`src/rtl/st_aligner_pkg.sv`:
```
// Shared definitions for the data-memory load/store path: func3 codes and
// the store aligner state encoding.
package st_aligner_pkg;

    // Load widths (used by the load data path)
    localparam logic [2:0] F3_LB  = 3'b000;
    localparam logic [2:0] F3_LH  = 3'b001;
    localparam logic [2:0] F3_LW  = 3'b010;
    localparam logic [2:0] F3_LBU = 3'b100;
    localparam logic [2:0] F3_LHU = 3'b101;

    // Store widths
    localparam logic [2:0] F3_SB  = 3'b000;
    localparam logic [2:0] F3_SH  = 3'b001;
    localparam logic [2:0] F3_SW  = 3'b010;

    typedef enum logic [1:0] {
        ST_IDLE  = 2'd0,
        ST_BEAT0 = 2'd1,
        ST_BEAT1 = 2'd2,
        ST_FIN   = 2'd3
    } st_state_t;

endpackage

```
`src/rtl/st_aligner_lane_shifter.sv`:
```
// Combinational store lane math: places right-justified store data into its
// byte lanes across two consecutive words and derives the byte strobes.
module st_lane_shifter
    import st_aligner_pkg::*;
(
    input  logic [2:0]  func3,
    input  logic [1:0]  off,
    input  logic [31:0] wdata,
    output logic [63:0] sh64,
    output logic [7:0]  st8,
    output logic        split,
    output logic        illegal
);

    logic [31:0] masked;
    logic [7:0]  nmask;

    // Width decode, shift into lanes, detect word-boundary crossing
    always_comb begin
        masked  = '0;
        nmask   = '0;
        illegal = 1'b0;
        case (func3)
            F3_SB: begin
                masked = {24'h0, wdata[7:0]};
                nmask  = 8'b0000_0001;
            end
            F3_SH: begin
                masked = {16'h0, wdata[15:0]};
                nmask  = 8'b0000_0011;
            end
            F3_SW: begin
                masked = wdata;
                nmask  = 8'b0000_1111;
            end
            default: illegal = 1'b1;
        endcase
        sh64  = {32'h0, masked} << {off, 3'b000};
        st8   = nmask << off;
        split = (st8[7:4] != 4'b0000);
    end

endmodule

```
`src/rtl/st_aligner.sv`:
```
// Store aligner: accepts one store request, issues one or two word-aligned
// write beats with byte strobes, then pulses done (with err for bad func3).
module st_aligner
    import st_aligner_pkg::*;
(
    input  logic        clk,
    input  logic        rst,
    input  logic        req_valid,
    output logic        req_ready,
    input  logic [2:0]  func3,
    input  logic [31:0] addr,
    input  logic [31:0] wdata,
    output logic        mem_valid,
    input  logic        mem_ready,
    output logic [31:0] mem_addr,
    output logic [31:0] mem_wdata,
    output logic [3:0]  mem_wstrb,
    output logic        done,
    output logic        err
);

    st_state_t   state;
    logic [63:0] sh64;
    logic [7:0]  st8;
    logic        split;
    logic        illegal;

    // Upper-word beat, held from accept until beat0 completes
    logic [31:0] hi_data;
    logic [3:0]  hi_strb;
    logic        split_q;

    st_lane_shifter u_shift (
        .func3   (func3),
        .off     (addr[1:0]),
        .wdata   (wdata),
        .sh64    (sh64),
        .st8     (st8),
        .split   (split),
        .illegal (illegal)
    );

    assign req_ready = (state == ST_IDLE);

    // Control FSM with registered beat and completion outputs
    always_ff @(posedge clk or posedge rst) begin
        if (rst) begin
            state     <= ST_IDLE;
            mem_valid <= 1'b0;
            mem_addr  <= '0;
            mem_wdata <= '0;
            mem_wstrb <= '0;
            done      <= 1'b0;
            err       <= 1'b0;
            hi_data   <= '0;
            hi_strb   <= '0;
            split_q   <= 1'b0;
        end else begin
            case (state)
                ST_IDLE: begin
                    if (req_valid) begin
                        if (illegal) begin
                            state <= ST_FIN;
                            done  <= 1'b1;
                            err   <= 1'b1;
                        end else begin
                            state     <= ST_BEAT0;
                            mem_valid <= 1'b1;
                            mem_addr  <= {addr[31:2], 2'b00};
                            mem_wdata <= sh64[31:0];
                            mem_wstrb <= st8[3:0];
                            hi_data   <= sh64[63:32];
                            hi_strb   <= st8[7:4];
                            split_q   <= split;
                        end
                    end
                end
                ST_BEAT0: begin
                    if (mem_ready) begin
                        if (split_q) begin
                            state     <= ST_BEAT1;
                            mem_addr  <= mem_addr + 32'd4;
                            mem_wdata <= hi_data;
                            mem_wstrb <= hi_strb;
                        end else begin
                            state     <= ST_FIN;
                            mem_valid <= 1'b0;
                            mem_addr  <= '0;
                            mem_wdata <= '0;
                            mem_wstrb <= '0;
                            done      <= 1'b1;
                        end
                    end
                end
                ST_BEAT1: begin
                    if (mem_ready) begin
                        state     <= ST_FIN;
                        mem_valid <= 1'b0;
                        mem_addr  <= '0;
                        mem_wdata <= '0;
                        mem_wstrb <= '0;
                        done      <= 1'b1;
                    end
                end
                default: begin
                    state <= ST_IDLE;
                    done  <= 1'b0;
                    err   <= 1'b0;
                end
            endcase
        end
    end

endmodule

```
`config.mk`:
```
export PLATFORM = sky130hd
export DESIGN_NAME = st_aligner
export DESIGN_NICKNAME = d
export VERILOG_FILES = /design/src/rtl/st_aligner_pkg.sv /design/src/rtl/st_aligner_lane_shifter.sv /design/src/rtl/st_aligner.sv
export SDC_FILE = /design/constraint.sdc
export NUM_CORES = 1
export LEC_CHECK = 0
export CORE_MARGIN = 1
export CORE_UTILIZATION = 51
export CTS_BUF_LIST = sky130_fd_sc_hd__clkbuf_4 sky130_fd_sc_hd__clkbuf_8
export DETAILED_ROUTE_END_ITERATION = 16
export PLACE_DENSITY = 0.9
export SLEW_MARGIN = 20
export SYNTH_ARGS = -nofsm -noshare
export SYNTH_HDL_FRONTEND = slang
export SYNTH_SLANG_ARGS = --single-unit
```
`constraint.sdc`:
```
create_clock -name clk -period 4.4 [get_ports clk]
set_input_delay 0.88 -clock clk [delete_from_list [all_inputs] [get_ports clk]]
set_output_delay 0.88 -clock clk [all_outputs]
set_load 0.01 [all_outputs]
```
==> results.sh, run 1 <==
export IMPL_row_count=37
export IMPL_die_area_um2=11300
export IMPL_hold_viol=0
export IMPL_antenna_found_initial=0
export IMPL_gr_total_overflow=0
export IMPL_yosys_top_cells_count="dfrtp_1 (99), o21ai_0 (87), nand2_1 (73)"
export IMPL_grt_max_degree=69
export IMPL_port_buffers=140
export IMPL_fin_crit_sh=0.707
export IMPL_slew_headroom=0.354
export IMPL_ios=143
export IMPL_worstMarginPinSlew_ns=0.961
export IMPL_die_x_um=106
export IMPL_status="finished, final reports clean"
export IMPL_fp_dieH_um=106
export IMPL_synth_area_um2=5540
export IMPL_wl_per_cell_um=19.4
export IMPL_grt_pass1_wl_um=27200
export IMPL_wl_um=17000
export IMPL_yosysMostFrequentCell="dfrtp_1"
export IMPL_synth_seq_cells=99
export IMPL_clock_skew_ns=0.0113
export IMPL_synth_top_area_cell="dfrtp_1"
export IMPL_setup_ws_ns=1.29
export IMPL_cap_violations=0
export IMPL_rsz0062_at_grt="no"
export IMPL_whs_ns=0.490
export IMPL_ys_seq_area_frac=0.447
export IMPL_min_period_ns=3.11
export IMPL_finalNetCount=810
export IMPL_peakVddDrop_mv=0.269
export IMPL_coreArea_um2=10400
export IMPL_cts_max_level=3
export IMPL_worstPathMaxFanout=21
export IMPL_root_buffer="clkbuf_8"
export IMPL_drtIter0Drc=472
export IMPL_cts_tree="built"
export IMPL_powerDensity_nw_per_um2=590
export IMPL_cts_resized=0
export IMPL_highest_layer="met4"
export IMPL_routed_via_density=6.27
export IMPL_cts_hold_buffers=0
export IMPL_p_leak_nw=3.01
export IMPL_fmax_mhz=321
export IMPL_criticalPathCategory="flip-flop to flip-flop"
export IMPL_clkTransAtPathRegs_ns=0.09
export IMPL_synth_edf_count=0
export IMPL_hpwl_um=12100
export IMPL_synthCells=613
export IMPL_cts_buffer_depth=2
export IMPL_grt_usage=0.309
export IMPL_fin_tns_setup_ns=0
export IMPL_synth_area_top_cells="dfrtp_1 (45%), o21ai_0 (7.9%), nand2_1 (4.9%)"
export IMPL_post_cts_buffers=0
export IMPL_cp_end_kind="flip-flop"
export IMPL_postLayoutCellArea_um2=7270
export IMPL_ant_nets=0
export IMPL_num_vias=5481
export IMPL_required_ns=4.63
export IMPL_ys_flop_type="dfrtp_1"
export IMPL_wl_met1_um=6870
export IMPL_hold_path_class="flip-flop to flip-flop"
export IMPL_initial_core_util=0.532
export IMPL_synthToLayoutAreaGrowth_pct=31.1
export IMPL_first_pass_iters=6
export IMPL_drv_slew=0
export IMPL_cp_start_kind="flip-flop"
export IMPL_first_global_vias=5259
export IMPL_gp_congestion=0.972
export IMPL_cts_made_buffers=9
export IMPL_finalSetupViolations=0
export IMPL_drive_above_1_share=0.0799
export IMPL_clk_latency_ns=0.36
export IMPL_drc=0
export IMPL_place_area_um2=7050
export IMPL_diodes=0
export IMPL_clock_sinks=99
export IMPL_crit_arrival_ns=3.34
export IMPL_place_ws_ns=1.01
export IMPL_synth_distinct_cells=57
export IMPL_wl_met3_um=1490
export IMPL_yosysWarnings=0
export IMPL_async_flop_share=1.00
export IMPL_met2_length_um=8130
export IMPL_yosysTopAreaCellShare=0.447
export IMPL_synth_avg_cell_area_um2=9.04
[sequential cells by signal, summed over array words and instances (netlist names)]
signal and flops:
state 2, mem_valid 1, hi_data 24, hi_strb 3, err 1, mem_wdata 32, split_q 1, done 1
mem_addr 30, mem_wstrb 4
[path summary, 6_finish.rpt]
check / startpoint / end / slack (ns) / cells after the start
worst max-delay path: state[0] / mem_wdata[17] / 1.29 / 6
worst min-delay path: hi_strb[2] / hi_strb[2] / 0.49 / 1
worst max register to register: state[0] / mem_wdata[17] / 1.29 / 6
worst min register to register: hi_strb[2] / hi_strb[2] / 0.49 / 1
max in group asynchronous: rst / mem_addr[4] / 2.53 / 3
min in group asynchronous: rst / mem_addr[21] / 1.05 / 2
[layout by cell type (no fill, tap or decap), types with 3 or more instances in the layout]
cell,instances
nand4_1,5
clkdlybuf4s50_1,140
mux2i_1,9
o22ai_1,7
nand3_2,3
o32a_1,6
clkbuf_4,3
a31o_2,8
inv_1,30
a211oi_1,3
buf_4,15
ha_1,5
nor2_1,35
a32oi_1,20
dfrtp_1,99
mux2_2,4
a22o_1,20
o21ai_1,4
and3_1,6
a31oi_1,5
a222oi_1,8
o2bb2ai_1,4
clkbuf_8,10
a21oi_1,29
o31ai_1,3
a22oi_1,22
nor3_1,7
nand2_1,73
nand2b_1,4
nor4_4,3
nand3_1,15
nor3b_1,3
o21ai_0,87
o32ai_1,4
nor4_1,4
a21o_1,4
[worst max-delay path, stage by stage (launching register included)]
cell and delay (ns):
dfrtp_1 0.41, inv_1 0.08, ha_1 0.87, inv_1 0.62, and4_1 0.54, a222oi_1 0.32
o21ai_0 0.13
[logic make-up (layout without fill, tap and decap cells)]
| logic type | Yosys count | count (layout) | share of synthesized area |
|---|---|---|---|
| AO/OA/AOI/OAI | 241 | 241 | 0.291 |
| AND/OR/NAND/NOR | 176 | 176 | 0.168 |
| flip-flops | 99 | 99 | 0.447 |
| buffers and inverters | 77 | 201 | 0.0562 |
| multiplexers | 13 | 13 | 0.0244 |
| adder cells (fa/ha/maj) | 5 | 5 | 0.0113 |
| other | 1 | 2 | 0.000676 |
| XOR/XNOR | 1 | 1 | 0.00158 |
[through the flow]
stage | cells | power, mW | utilization
after floorplan | 614 | 2.70 | -
after global placement | 859 | 3.53 | 0.677
after detailed placement | 859 | 3.62 | 0.677
after CTS | 874 | 4.28 | 0.698
after global routing | 874 | 4.56 | 0.698
final | 874 | 4.29 | 0.698
[power breakdown]
part           internal (mW)  switching, mW
combinational          0.925           1.18
sequential              1.21          0.304
clock                  0.353          0.314
total                   2.49           1.80
[layout make-up]
class / count / area, µm²
Fill cell: 832 / 3150
Multi-Input combinational cell: 438 / 2770
Sequential cell: 99 / 2480
Timing Repair Buffer: 155 / 1510
Tap cell: 136 / 170
Clock buffer: 13 / 160
Inverter: 31 / 119
Clock inverter: 2 / 60.1
[metal layers]
layer / track usage / vias to the layer above
met5: 0 / -
met4: 0.122 / 0
met3: 0.0503 / 38
met2: 0.493 / 315
met1: 0.422 / 2615
li1: - / 2513
Power figures use the tool's default switching activity.
==> inputs of run 2 (changes only) <==
==> constraint.sdc (replaced) <==
create_clock -name clk -period 3.1 [get_ports clk]
set_input_delay 0.62 -clock clk [delete_from_list [all_inputs] [get_ports clk]]
set_output_delay 0.62 -clock clk [all_outputs]
set_load 0.01 [all_outputs]
==> results.sh, run 2 (synthesis gave the netlist of run 1 again) <==
export IMPL_status="finished, final reports clean"
export IMPL_p_int_mw=3.57
export IMPL_num_vias=5624
export IMPL_reg_top3="mem_wdata: 32 flops, mem_addr: 30 flops, hi_data: 24 flops"
export IMPL_fin_crit_sh=0.821
export IMPL_crit_arrival_ns=1.92
export IMPL_place_ws_ns=0.462
export IMPL_wl_met3_um=1660
export IMPL_die_area_um2=11300
export IMPL_cp_end_kind="output pin"
export IMPL_whs_path_depth=2
export IMPL_rsz0062_at_grt="no"
export IMPL_worstPathMaxFanout=9
export IMPL_switching_share=0.422
export IMPL_gp_congestion=0.965
export IMPL_clkTransAtPathRegs_ns=0.09
export IMPL_min_period_ns=2.54
export IMPL_final_core_util=0.706
export IMPL_layout_common_cells="clkdlybuf4s50_1 (140), dfrtp_1 (99), o21ai_0 (87), nand2_1 (73), nor2_1 (35)"
export IMPL_wl_um=17400
export IMPL_worstMarginPinSlew_ns=0.834
export IMPL_seqCellArea_um2=2480
export IMPL_cts_resized=0
export IMPL_drc=0
export IMPL_root_buffer="clkbuf_8"
export IMPL_fmax_mhz=393
export IMPL_largest_register_ffs=32
export IMPL_wl_per_cell_um=19.7
export IMPL_cp_start_kind="flip-flop"
export IMPL_grt_pass1_wl_um=27700
export IMPL_routed_via_density=6.38
export IMPL_power_mw=6.17
export IMPL_finalNetCount=818
export IMPL_grt_usage=0.314
export IMPL_post_cts_buffers=0
export IMPL_first_global_vias=5420
export IMPL_required_ns=2.48
export IMPL_slew_headroom=0.439
export IMPL_diodes=0
export IMPL_p_seq_frac=0.350
export IMPL_multi_input_area_um2=2770
export IMPL_drv_slew=0
export IMPL_hold_path_class="flip-flop to flip-flop"
export IMPL_cts_made_buffers=9
export IMPL_hold_viol=0
export IMPL_layout_commonest_cell="clkdlybuf4s50_1"
export IMPL_ant_nets=0
export IMPL_wl_met1_um=6820
export IMPL_place_area_um2=7140
export IMPL_nFillCells=794
export IMPL_gr_total_overflow=0
export IMPL_drive_above_1_share=0.0898
export IMPL_finalSetupViolations=0
export IMPL_hpwl_um=12400
export IMPL_instances_no_fill=882
export IMPL_cts_hold_buffers=0
export IMPL_grt_max_degree=100
export IMPL_highest_layer="met4"
export IMPL_p_sw_mw=2.61
export IMPL_ios=143
export IMPL_first_pass_iters=5
export IMPL_initial_core_util=0.532
export IMPL_clk_latency_ns=0.37
export IMPL_coreArea_um2=10400
export IMPL_worst_r2r_path_depth=6
export IMPL_drtIter0Drc=495
export IMPL_cap_violations=0
export IMPL_cts_max_level=3
export IMPL_die_x_um=106
export IMPL_setup_ws_ns=0.555
export IMPL_whs_ns=0.493
export IMPL_top_register="mem_wdata"
export IMPL_combPwrFrac=0.498
export IMPL_synthToLayoutAreaGrowth_pct=32.7
export IMPL_clock_skew_ns=0.0127
export IMPL_met2_length_um=8280
export IMPL_powerDensity_nw_per_um2=839
export IMPL_postLayoutCellArea_um2=7360
export IMPL_port_buffers=140
export IMPL_fp_dieH_um=106
export IMPL_peakVddDrop_mv=0.533
export IMPL_antenna_found_initial=0
export IMPL_fin_tns_setup_ns=0
export IMPL_clock_sinks=99
export IMPL_row_count=37
export IMPL_cts_buffer_depth=2
export IMPL_p_leak_nw=3.05
export IMPL_criticalPathCategory="flip-flop to output pin"
export IMPL_cts_tree="built"
export IMPL_placed_cells=867
export IMPL_pwr_share_clk=0.152
run 2: changes by cell type in the layout (fill, tap and decap cells not counted), sizes merged:
cell	change
inv	-1
clkinvlp	+3
clkbuf	-2
buf	+8
run 2: layout make-up:
| cell class | count | area share |
|---|---|---|
| repair buffers | 163 | 0.217 |
| flip-flops and latches | 99 | 0.337 |
| multi-input cells | 438 | 0.377 |
| inverters | 31 | 0.0163 |
| clock buffers | 11 | 0.0197 |
| clock inverters | 4 | 0.0102 |
| well taps | 136 | 0.0231 |
run 2: worst paths after layout:
kind	start	end	slack (ns)
max in group asynchronous	rst	mem_addr[2]	1.96
worst max-delay path	state[0]	req_ready	0.56
worst min-delay path	mem_wdata[12]	mem_wdata[12]	0.49
min in group asynchronous	rst	mem_addr[25]	0.75
worst min register to register	mem_wdata[12]	mem_wdata[12]	0.49
worst max register to register	state[0]	mem_wdata[5]	0.61
run 2: critical path, stage by stage (launching register included):
cell	delay [ns]
dfrtp_1	0.43
inv_1	0.12
ha_1	0.36
clkdlybuf4s50_1	0.64
run 2: power groups by stage:
stage	clock network (mW)	logic (mW)	registers (mW)
floorplan	0	1.62	2.22
global placement	0	2.95	2.15
detailed placement	0	3.05	2.17
CTS	0.942	3.06	2.15
global route	0.992	3.34	2.22
finish	0.937	3.08	2.16
run 2: layer usage:
layer / global-route usage / vias to the layer above
met1: 0.417 / 2654
met5: 0 / -
met4: 0.151 / 0
met3: 0.0435 / 52
li1: - / 2539
met2: 0.508 / 379
